### config.mk
export PLATFORM = sky130hd
export DESIGN_NAME = axis_adc_framer_v1_0_flat
export DESIGN_NICKNAME = d
export VERILOG_FILES = /design/src/rtl/axis_adc_framer_v1_0_pkg.sv /design/src/rtl/axis_adc_framer_v1_0_if.sv /design/src/rtl/axis_adc_framer_v1_0_axis_sync_fifo.sv /design/src/rtl/axis_adc_framer_v1_0.sv /design/src/flat_wrapper.sv
export SDC_FILE = /design/constraint.sdc
export NUM_CORES = 1
export LEC_CHECK = 0
export CAP_MARGIN = 20
export CORE_MARGIN = 2
export CORE_UTILIZATION = 45
export CTS_CLUSTER_SIZE = 20
export DETAILED_ROUTE_END_ITERATION = 8
export DONT_BUFFER_PORTS = 1
export PLACE_DENSITY = 0.62
export SYNTH_ARGS = -nofsm -noshare
export SYNTH_HDL_FRONTEND = slang
export SYNTH_SLANG_ARGS = --single-unit
### constraint.sdc
create_clock -name aclk -period 6.6 [get_ports aclk]
set_clock_uncertainty 0.2 [all_clocks]
set_input_delay 0.66 -clock aclk [delete_from_list [all_inputs] [get_ports aclk]]
set_output_delay 0.66 -clock aclk [all_outputs]
set_load 0.02 [all_outputs]
### src/rtl/axis_adc_framer_v1_0_pkg.sv
// Shared helpers for the ADC framer: width math and the AXIS beat layout {tlast, tdata}.
package axis_adc_framer_v1_0_pkg;

    function automatic int clog2(input int v);
        int r;
        r = 0;
        for (int x = v - 1; x > 0; x = x >> 1) r++;
        return r;
    endfunction

    // Beat word stored in the FIFO: tlast sits directly above the sample bits.
    function automatic int beat_width(input int data_width);
        return data_width + 1;
    endfunction

endpackage

### src/rtl/axis_adc_framer_v1_0_if.sv
// AXI-Stream bundle carrying one sample per beat plus a frame marker.
interface axis_if #(
    parameter int DATA_WIDTH = 16
);
    logic [DATA_WIDTH-1:0] tdata;
    logic                  tlast;
    logic                  tvalid;
    logic                  tready;

    modport master (output tdata, output tlast, output tvalid, input tready);
    modport slave  (input tdata, input tlast, input tvalid, output tready);
endinterface

### src/rtl/axis_adc_framer_v1_0_axis_sync_fifo.sv
// First-word fall-through synchronous FIFO; a push into a full FIFO is taken only with a same-cycle pop.
module axis_sync_fifo
    import axis_adc_framer_v1_0_pkg::*;
#(
    parameter  int WIDTH = 17,
    parameter  int DEPTH = 8,
    localparam int AW    = clog2(DEPTH),
    localparam int CW    = AW + 1
) (
    input  logic             aclk,
    input  logic             resetn,
    input  logic             push,
    input  logic             pop,
    input  logic [WIDTH-1:0] din,
    output logic [WIDTH-1:0] dout,
    output logic             full,
    output logic             empty,
    output logic [CW-1:0]    count
);
    logic [WIDTH-1:0] mem [DEPTH];
    logic [AW-1:0]    wr_ptr;
    logic [AW-1:0]    rd_ptr;
    logic             wr_en;
    logic             rd_en;

    assign empty = (count == '0);
    assign full  = (count == CW'(DEPTH));
    assign rd_en = pop && !empty;
    assign wr_en = push && (!full || rd_en);
    // Head is forced to zero when empty so the bus shows clean data after reset.
    assign dout  = empty ? '0 : mem[rd_ptr];

    always_ff @(posedge aclk) begin
        if (!resetn) begin
            wr_ptr <= '0;
            rd_ptr <= '0;
            count  <= '0;
        end else begin
            if (wr_en) wr_ptr <= wr_ptr + AW'(1);
            if (rd_en) rd_ptr <= rd_ptr + AW'(1);
            count <= count + CW'(wr_en) - CW'(rd_en);
        end
    end

    always_ff @(posedge aclk) begin
        if (wr_en) mem[wr_ptr] <= din;
    end
endmodule

### src/rtl/axis_adc_framer_v1_0.sv
// ADC sampler: rate divider, frame counter, offset-binary conversion and overflow tracking
// in front of a FWFT FIFO that drives the AXIS master.
module axis_adc_framer_v1_0
    import axis_adc_framer_v1_0_pkg::*;
#(
    parameter  int DATA_WIDTH      = 16,
    parameter  int FIFO_DEPTH      = 8,
    parameter  int PRESCALER_WIDTH = 16,
    parameter  int FRAME_WIDTH     = 16,
    localparam int CW              = clog2(FIFO_DEPTH) + 1,
    localparam int BW              = beat_width(DATA_WIDTH)
) (
    input  logic                       aclk,
    input  logic                       resetn,
    input  logic                       enable,
    input  logic [PRESCALER_WIDTH-1:0] prescaler,
    input  logic [FRAME_WIDTH-1:0]     frame_len,
    input  logic                       offset_binary,
    input  logic [DATA_WIDTH-1:0]      adc_data,
    axis_if.master                     m_axis,
    output logic [CW-1:0]              fifo_count,
    output logic                       overflow,
    input  logic                       clear_overflow
);
    logic [PRESCALER_WIDTH-1:0] presc_cnt;
    logic [FRAME_WIDTH-1:0]     frame_cnt;
    logic [FRAME_WIDTH-1:0]     last_idx;
    logic [DATA_WIDTH-1:0]      conv;
    logic [BW-1:0]              head;
    logic                       tick, pop, accept, drop, last, full, empty;

    assign tick     = enable && (presc_cnt >= prescaler);
    assign pop      = m_axis.tvalid && m_axis.tready;
    assign accept   = tick && (!full || pop);
    assign drop     = tick && full && !pop;
    // frame_len of 0 behaves as 1, so every sample closes a frame.
    assign last_idx = (frame_len == '0) ? '0 : frame_len - FRAME_WIDTH'(1);
    assign last     = (frame_cnt >= last_idx);
    assign conv     = {adc_data[DATA_WIDTH-1] ^ offset_binary, adc_data[DATA_WIDTH-2:0]};

    always_ff @(posedge aclk) begin
        if (!resetn) begin
            presc_cnt <= '0;
            frame_cnt <= '0;
            overflow  <= 1'b0;
        end else begin
            if (!enable) begin
                presc_cnt <= '0;
                frame_cnt <= '0;
            end else begin
                presc_cnt <= tick ? '0 : presc_cnt + PRESCALER_WIDTH'(1);
                // Dropped samples never occupy a frame slot.
                if (accept) frame_cnt <= last ? '0 : frame_cnt + FRAME_WIDTH'(1);
            end
            if (drop) overflow <= 1'b1;
            else if (clear_overflow) overflow <= 1'b0;
        end
    end

    axis_sync_fifo #(
        .WIDTH (BW),
        .DEPTH (FIFO_DEPTH)
    ) u_fifo (
        .aclk   (aclk),
        .resetn (resetn),
        .push   (tick),
        .pop    (pop),
        .din    ({last, conv}),
        .dout   (head),
        .full   (full),
        .empty  (empty),
        .count  (fifo_count)
    );

    assign m_axis.tvalid = !empty;
    assign m_axis.tlast  = head[BW-1];
    assign m_axis.tdata  = head[DATA_WIDTH-1:0];
endmodule

### src/flat_wrapper.sv
// flat-port wrapper written by rule: the top's interface ports become plain ports
module axis_adc_framer_v1_0_flat import axis_adc_framer_v1_0_pkg::*;
#(
    parameter  int DATA_WIDTH      = 16,
    parameter  int FIFO_DEPTH      = 8,
    parameter  int PRESCALER_WIDTH = 16,
    parameter  int FRAME_WIDTH     = 16,
    localparam int CW              = clog2(FIFO_DEPTH) + 1,
    localparam int BW              = beat_width(DATA_WIDTH)
)
  (aclk, resetn, enable, prescaler, frame_len, offset_binary, adc_data, fifo_count, overflow, clear_overflow, m_axis_tdata, m_axis_tlast, m_axis_tvalid, m_axis_tready);
  axis_if #(.DATA_WIDTH(DATA_WIDTH)) m_axis_i ();
  input  logic aclk;
  input  logic resetn;
  input  logic enable;
  input  logic [PRESCALER_WIDTH-1:0] prescaler;
  input  logic [FRAME_WIDTH-1:0] frame_len;
  input  logic offset_binary;
  input  logic [DATA_WIDTH-1:0] adc_data;
  output logic [CW-1:0] fifo_count;
  output logic overflow;
  input  logic clear_overflow;
  output wire logic [$bits(m_axis_i.tdata)-1:0] m_axis_tdata;
  output wire logic [$bits(m_axis_i.tlast)-1:0] m_axis_tlast;
  output wire logic [$bits(m_axis_i.tvalid)-1:0] m_axis_tvalid;
  input wire logic [$bits(m_axis_i.tready)-1:0] m_axis_tready;
  assign m_axis_tdata = m_axis_i.tdata;
  assign m_axis_tlast = m_axis_i.tlast;
  assign m_axis_tvalid = m_axis_i.tvalid;
  assign m_axis_i.tready = m_axis_tready;
  axis_adc_framer_v1_0 #(.DATA_WIDTH(DATA_WIDTH), .FIFO_DEPTH(FIFO_DEPTH), .PRESCALER_WIDTH(PRESCALER_WIDTH), .FRAME_WIDTH(FRAME_WIDTH)) u_core (.aclk(aclk), .resetn(resetn), .enable(enable), .prescaler(prescaler), .frame_len(frame_len), .offset_binary(offset_binary), .adc_data(adc_data), .m_axis(m_axis_i), .fifo_count(fifo_count), .overflow(overflow), .clear_overflow(clear_overflow));
endmodule
# [Word-level counts from Yosys, hierarchy flattened]
# Memories as Yosys holds them, arrays and structs flattened. A register that Yosys moved wholly into a read port is not among the register bits.
# Index checks and enable logic that the tools add are counted.
[word_totals] ff_bits=43 latchBits=0 ramBits=136 rom_bits=0 inputBits=54 word_cells=46 mem_count=1
[memory_table] name="u_core.u_fifo.mem" depth=8 width=17 rd=1 rd_ports_with_merged_regs=1 wr=1 line="axis_adc_framer_v1_0_axis_sync_fifo.sv:20" rtl="logic [WIDTH-1:0] mem [DEPTH];"
[classes] n_addsub=7 mul=0 n_div=0 n_lt_le_gt_ge=2 eq_ne=1 shift=0 n_mux=9 n_bitwise=3 reduce_logical=17
[ops] op="adder 16 x 1 -> 16 bit, second input constant" count=2
[ops] op=">= comparator 16 bit" count=2
[ops] op="two-way mux 16 bit" count=2
[ops] op="two-way mux 17 bit" count=1
[ops] op="logical NOT 16 bit" count=1
[ops] op="subtractor 16 x 1 -> 16 bit, second input constant" count=1
[ops] op="logical AND 1 bit" count=7
[ops] op="adder 3 x 1 -> 3 bit, second input constant" count=2
[ops] op="two-way mux 3 bit" count=2
[ops] op="adder 4 x 1 -> 4 bit" count=1
[ops] op="== test 4 bit, second input constant" count=1
[ops] op="logical NOT 4 bit" count=1
[ops] op="two-way mux 1 bit" count=4
[ops] op="subtractor 4 x 1 -> 4 bit" count=1
[ops] op="logical NOT 1 bit" count=3
[ops] op="OR reduction 3 bit" count=1
[ops] op="logical OR 1 bit" count=2
[ops] op="inverter 1 bit" count=2
[ops] op="AND reduction 2 bit" count=1
[ops] op="nonzero test 2 bit" count=1
[ops] op="bitwise XOR 1 bit" count=1

# [Depth between registers and ports, before layout]
[depth] depth_word=8 depth_mapped=15

# [Cells and area by module]
# Synthesis repeated with hierarchy kept, for this count alone.
[hier_totals] hier_cells=642 area_unflattened_um2=8583.2
[by_module_without_submodules] module="axis_sync_fifo" instances=1 cells_per_inst=285 area_each_um2=5898.2
[by_module_without_submodules] module="axis_adc_framer_v1_0" instances=1 cells_per_inst=357 area_each_um2=2685.1

# [Worst setup path after synthesis]
# No wires, ideal clock.
[synth_timing] path_kind="input to register" startpoint="input port prescaler[14]" endpoint="memory u_core.u_fifo.mem[2][0] (enable)" arrival_ns=3.862 required_time_ns=5.959 setup_slack_ns=2.097 path_stages=8 path_buffers=1 cell_sequence="inv_1 > ha_1 > nand4_1 > nor3_1 > a32oi_2 > a211o_1 > buf_6 > nor4b_1"
[synth_via] elab_chain_cells=5
[synth_lines] element="from (decl)" line="flat_wrapper.sv:16" rtl="input logic [PRESCALER_WIDTH-1:0] prescaler;"
[synth_lines] element=">= comparator 16 bit" line="axis_adc_framer_v1_0.sv:32" rtl="assign tick = enable && (presc_cnt >= prescaler);"
[synth_lines] element="logical AND 1 bit" line="axis_adc_framer_v1_0.sv:32"
[synth_lines] element="logical AND 1 bit" line="axis_adc_framer_v1_0_axis_sync_fifo.sv:29" rtl="assign wr_en = push && (!full || rd_en);"
[synth_lines] element="two-way mux 1 bit" line="axis_adc_framer_v1_0_axis_sync_fifo.sv:46" rtl="if (wr_en) mem[wr_ptr] <= din;"
[synth_lines] element="two-way mux 1 bit (implied by the code)" line="axis_adc_framer_v1_0_axis_sync_fifo.sv:46"
[synth_lines] element="to (decl)" line="axis_adc_framer_v1_0_axis_sync_fifo.sv:20"
# Every way passes these cells.

# [Worst setup path after layout]
[layout_timing] startpoint="input port frame_len[5]" endpoint="register u_core.frame_cnt[8]"
[layout_via] elab_chain_cells=4 word_cells_on_any_way=5 classes_between="1 x add/sub; 1 x order compare; 2 x mux; 1 x reduce/logical"
[layout_lines] element="from (decl)" line="flat_wrapper.sv:17" rtl="input logic [FRAME_WIDTH-1:0] frame_len;"
[layout_lines] element="subtractor 16 x 1 -> 16 bit / logical NOT 16 bit (equally long branches)" line="axis_adc_framer_v1_0.sv:37" rtl="assign last_idx = (frame_len == '0) ? '0 : frame_len - FRAME_WIDTH'(1);"
[layout_lines] element="two-way mux 16 bit *" line="axis_adc_framer_v1_0.sv:37"
[layout_lines] element=">= comparator 16 bit *" line="axis_adc_framer_v1_0.sv:38" rtl="assign last = (frame_cnt >= last_idx);"
[layout_lines] element="two-way mux 16 bit *" line="axis_adc_framer_v1_0.sv:53" rtl="if (accept) frame_cnt <= last ? '0 : frame_cnt + FRAME_WIDTH'(1);"
[layout_lines] element="to (signal assigned)" line="axis_adc_framer_v1_0.sv:53"
[layout_lines] element="to (decl)" line="axis_adc_framer_v1_0.sv:26" rtl="logic [FRAME_WIDTH-1:0] frame_cnt;"
# Every way passes the cells marked *; elsewhere a longest branch is shown, timed or not.
# A chain may end at the register's enable or synchronous reset.

==> impl_metrics.json <==
{
  "status": "complete, no violations",
  "most-common-layout-cells": "edfxtp_1 (136), nand2_1 (51), nor2_1 (46)",
  "die_h_um": 142,
  "syn_nets": 736,
  "synth_mux_area_share_pct": 11.0,
  "cpMaxStageDelayCell": "nor4_1",
  "critPathKind": "input pin to flop",
  "post_synth.cell_area_avg_sq_um": 13.4,
  "areaGrowthSynthToFinish_pct": 10.4,
  "start_util_pct": 45.7,
  "clk_latency_ps": 420,
  "hold_buffers": 0,
  "cts_tree": "done",
  "fmaxAchievable_ghz": 0.223,
  "yosys.area_share.simple_pct": 11.5,
  "port_buffers": 0,
  "synth_compound_area_share_pct": 5.64,
  "hold_violations": 0,
  "period_share_pct": 67.9,
  "fp.dieW_um": 142,
  "io_pins": 77,
  "mostFrequentLayoutCell": "edfxtp_1",
  "synth-edff-count": 136,
  "drv_cap": 0,
  "worstMarginPinSlew_ps": 1060,
  "synth_cell_types": 59,
  "grt_antenna_before_repair": 0,
  "dr.pass1.iters": 4,
  "ff2ff_path_depth": 13,
  "drt-vias-per-instance": 5.56,
  "synth_cells": 637,
  "rows": 50,
  "slew_headroom_pct": 28.9,
  "grt_pass1_vias": 5067,
  "yosysSeqAreaShare_pct": 58.8,
  "clockRootBuffer": "clkbuf_16",
  "synth_top_flop_cell": "edfxtp_1",
  "diodes": 0,
  "post_cts_resized": 0,
  "cp.arrival_ps": 4600,
  "synth_top_family_by_area": "simple AND/OR/NAND/NOR gates",
  "grt-ovfl-total": 0,
  "regToRegStartpoint": "u_core.presc_cnt[0]$_SDFF_PP0_",
  "synth_xor_area_share_pct": 3.19,
  "drc": 0,
  "postCtsSetupRepairBufs": 0,
  "routedWlPerCell_um": 18.3,
  "finalSetupViolCount": 0,
  "grt_max_degree": 35,
  "timing.rr.end": "u_core.u_fifo.count[2]$_SDFF_PN0_",
  "drv_slew": 0,
  "p_leak_uw": 0.00319,
  "rrSetupSlack_ps": 2860,
  "synthAdderAreaFrac_pct": 6.70,
  "h-tree-depth": 4,
  "vias": 4946,
  "period_needed_ps": 4480,
  "netlist_area_sq_mm": 0.00852,
  "min_to": "u_core.u_fifo.mem[5][12]$_DFFE_PP_",
  "hold_ws_ps": 130,
  "ant_nets": 0,
  "rsz0062_at_grt": "no",
  "first_iter_violations": 285,
  "end_kind": "flop",
  "cts_sinks": 182,
  "cts_made_buffers": 17,
  "hp-start": "adc_data[12]",
  "clockBufferDepth": 2,
  "dieArea_sq_mm": 0.0200,
  "place_hpwl_um": 10700,
  "path_max_fanout": 17,
  "grt_pass1_wl_um": 25800,
  "max_stage_delay_ps": 720,
  "synthArstFlopShare_pct": 0,
  "cp-start-kind": "input pin",
  "holdPathStages": 0,
  "hp-class": "input pin to flop",
  "pwr_density_cell_mw_per_mm2": 299,
  "nets": 742,
  "ys_ff_latch": 182,
  "crit_required_ps": 6720,
  "peakVddDrop_mv": 0.176,
  "yosys_warnings": 0,
  "path_clk_slew_ps": 70,
  "gp_congestion": 0.789,
  "core-area_sq_mm": 0.0186,
  "postRouteWirelength_um": 16300,
  "grt_use_total_pct": 16.9,
  "path_cells": "nor4_1 > nand4_1 > and2_1 > ha_1 > nor2_1 > a21oi_1 > o41ai_1 > a21o_1 > nand3_2 > o311ai_0",
  "timing.setup.tns_ps": 0,
  "drive_above_1_share_pct": 14.5
}
==> worst max-delay path, delay by kind of cell <==
| family | cells | cell delay, ps |
|---|---|---|
| AND/OR/NAND/NOR | 5 | 2310 |
| AO/OA/AOI/OAI | 4 | 1350 |
| adder cells (fa/ha/maj) | 1 | 270 |
==> logic make-up (layout without fill, tap and decap cells) <==
family,Yosys count,count (layout)
AOI/OAI and AO/OA,67,67
xor gates and xnor gates,31,31
adders and majority gates,45,45
buffers and inverters,67,86
DFF,182,182
muxes,51,51
and+or+nand+nor,194,194
==> report_power, final <==
| group | switching (uW) | total, uW | leakage, uW | internal, uW |
|---|---|---|---|---|
| Clock | 440 | 934 | 0.000262 | 494 |
| Sequential | 32.5 | 1280 | 0.00159 | 1250 |
| Combinational | 348 | 591 | 0.00133 | 243 |
| Total | 821 | 2810 | 0.00319 | 1990 |
==> area by class of cell <==
type | count | area (sq um)
timing repair buffer | 11 | 90.1
inverter | 43 | 161
clock buffer | 18 | 429
tap | 234 | 293
sequential | 182 | 5010
multi-input combinational | 388 | 3300
clock inverter | 14 | 120
fill | 1605 | 9240
==> state kept, by name, indices dropped and copies added, names as in the netlist, named ones only <==
register,count
u_core.presc_cnt,16
u_core.u_fifo.wr_ptr,3
u_core.frame_cnt,16
u_core.u_fifo.mem,136
u_core.u_fifo.rd_ptr,3
u_core.overflow,1
u_core.u_fifo.count,4
==> per-layer routing <==
metal	vias up	routed length (um)	track usage (%)
met5	-	0	0
met1	2450	6780	19.4
met2	73	8950	31.3
met3	4	433	3.95
met4	0	102	5.37
li1	2419	-	-
==> synth_stat cells, drive strengths merged, types with 3 or more instances <==
| library cell | number | area share, % |
|---|---|---|
| nand2b | 7 | 0.60 |
| nor3b | 3 | 0.26 |
| o22ai | 6 | 0.44 |
| and2 | 10 | 0.73 |
| nor2 | 46 | 2.0 |
| nor2b | 5 | 0.37 |
| a32oi | 7 | 0.81 |
| or2 | 3 | 0.22 |
| buf | 14 | 0.91 |
| ha | 44 | 6.5 |
| dfxtp | 46 | 11 |
| mux2i | 17 | 2.0 |
| nand3 | 24 | 1.5 |
| mux4 | 34 | 9.0 |
| o221ai | 3 | 0.31 |
| nand2 | 51 | 2.2 |
| nor4 | 5 | 0.44 |
| inv | 43 | 1.9 |
| a31oi | 5 | 0.37 |
| o32ai | 4 | 0.41 |
| a21o | 4 | 0.37 |
| and3 | 3 | 0.22 |
| nor3 | 9 | 0.59 |
| clkbuf | 10 | 0.44 |
| o21ai | 11 | 0.65 |
| edfxtp | 136 | 48 |
| xnor2 | 14 | 1.4 |
| or3 | 7 | 0.51 |
| a21oi | 13 | 0.81 |
| nand4 | 14 | 1.0 |
| xor2 | 17 | 1.7 |
==> how the worst max path moves through the flow <==
stage / from / end / slack (ps) / depth (start not counted)
final: frame_len[5] / u_core.frame_cnt[8]$_SDFFE_PN0P_ / 2120 / 10
after global routing: frame_len[5] / u_core.frame_cnt[8]$_SDFFE_PN0P_ / 1720 / 10
after CTS: frame_len[5] / u_core.frame_cnt[8]$_SDFFE_PN0P_ / 2170 / 10
after detailed placement: frame_len[5] / u_core.frame_cnt[8]$_SDFFE_PN0P_ / 1760 / 10
after global placement: frame_len[5] / u_core.frame_cnt[8]$_SDFFE_PN0P_ / 2040 / 10
after floorplan: prescaler[14] / u_core.u_fifo.mem[2][0]$_DFFE_PP_ / 2100 / 8
==> per-stage QoR <==
step	util (%)	total power [uW]	setup slack [ps]	instances	cell area [sq um]
floorplan	-	1810	2100	637	8520
global placement	47.4	1900	2040	857	8840
detailed placement	47.4	1920	1760	857	8840
CTS	50.3	2850	2170	889	9390
global route	50.4	2940	1720	890	9400
finish	50.4	2810	2120	890	9400
(Power assumes the default switching activity.)
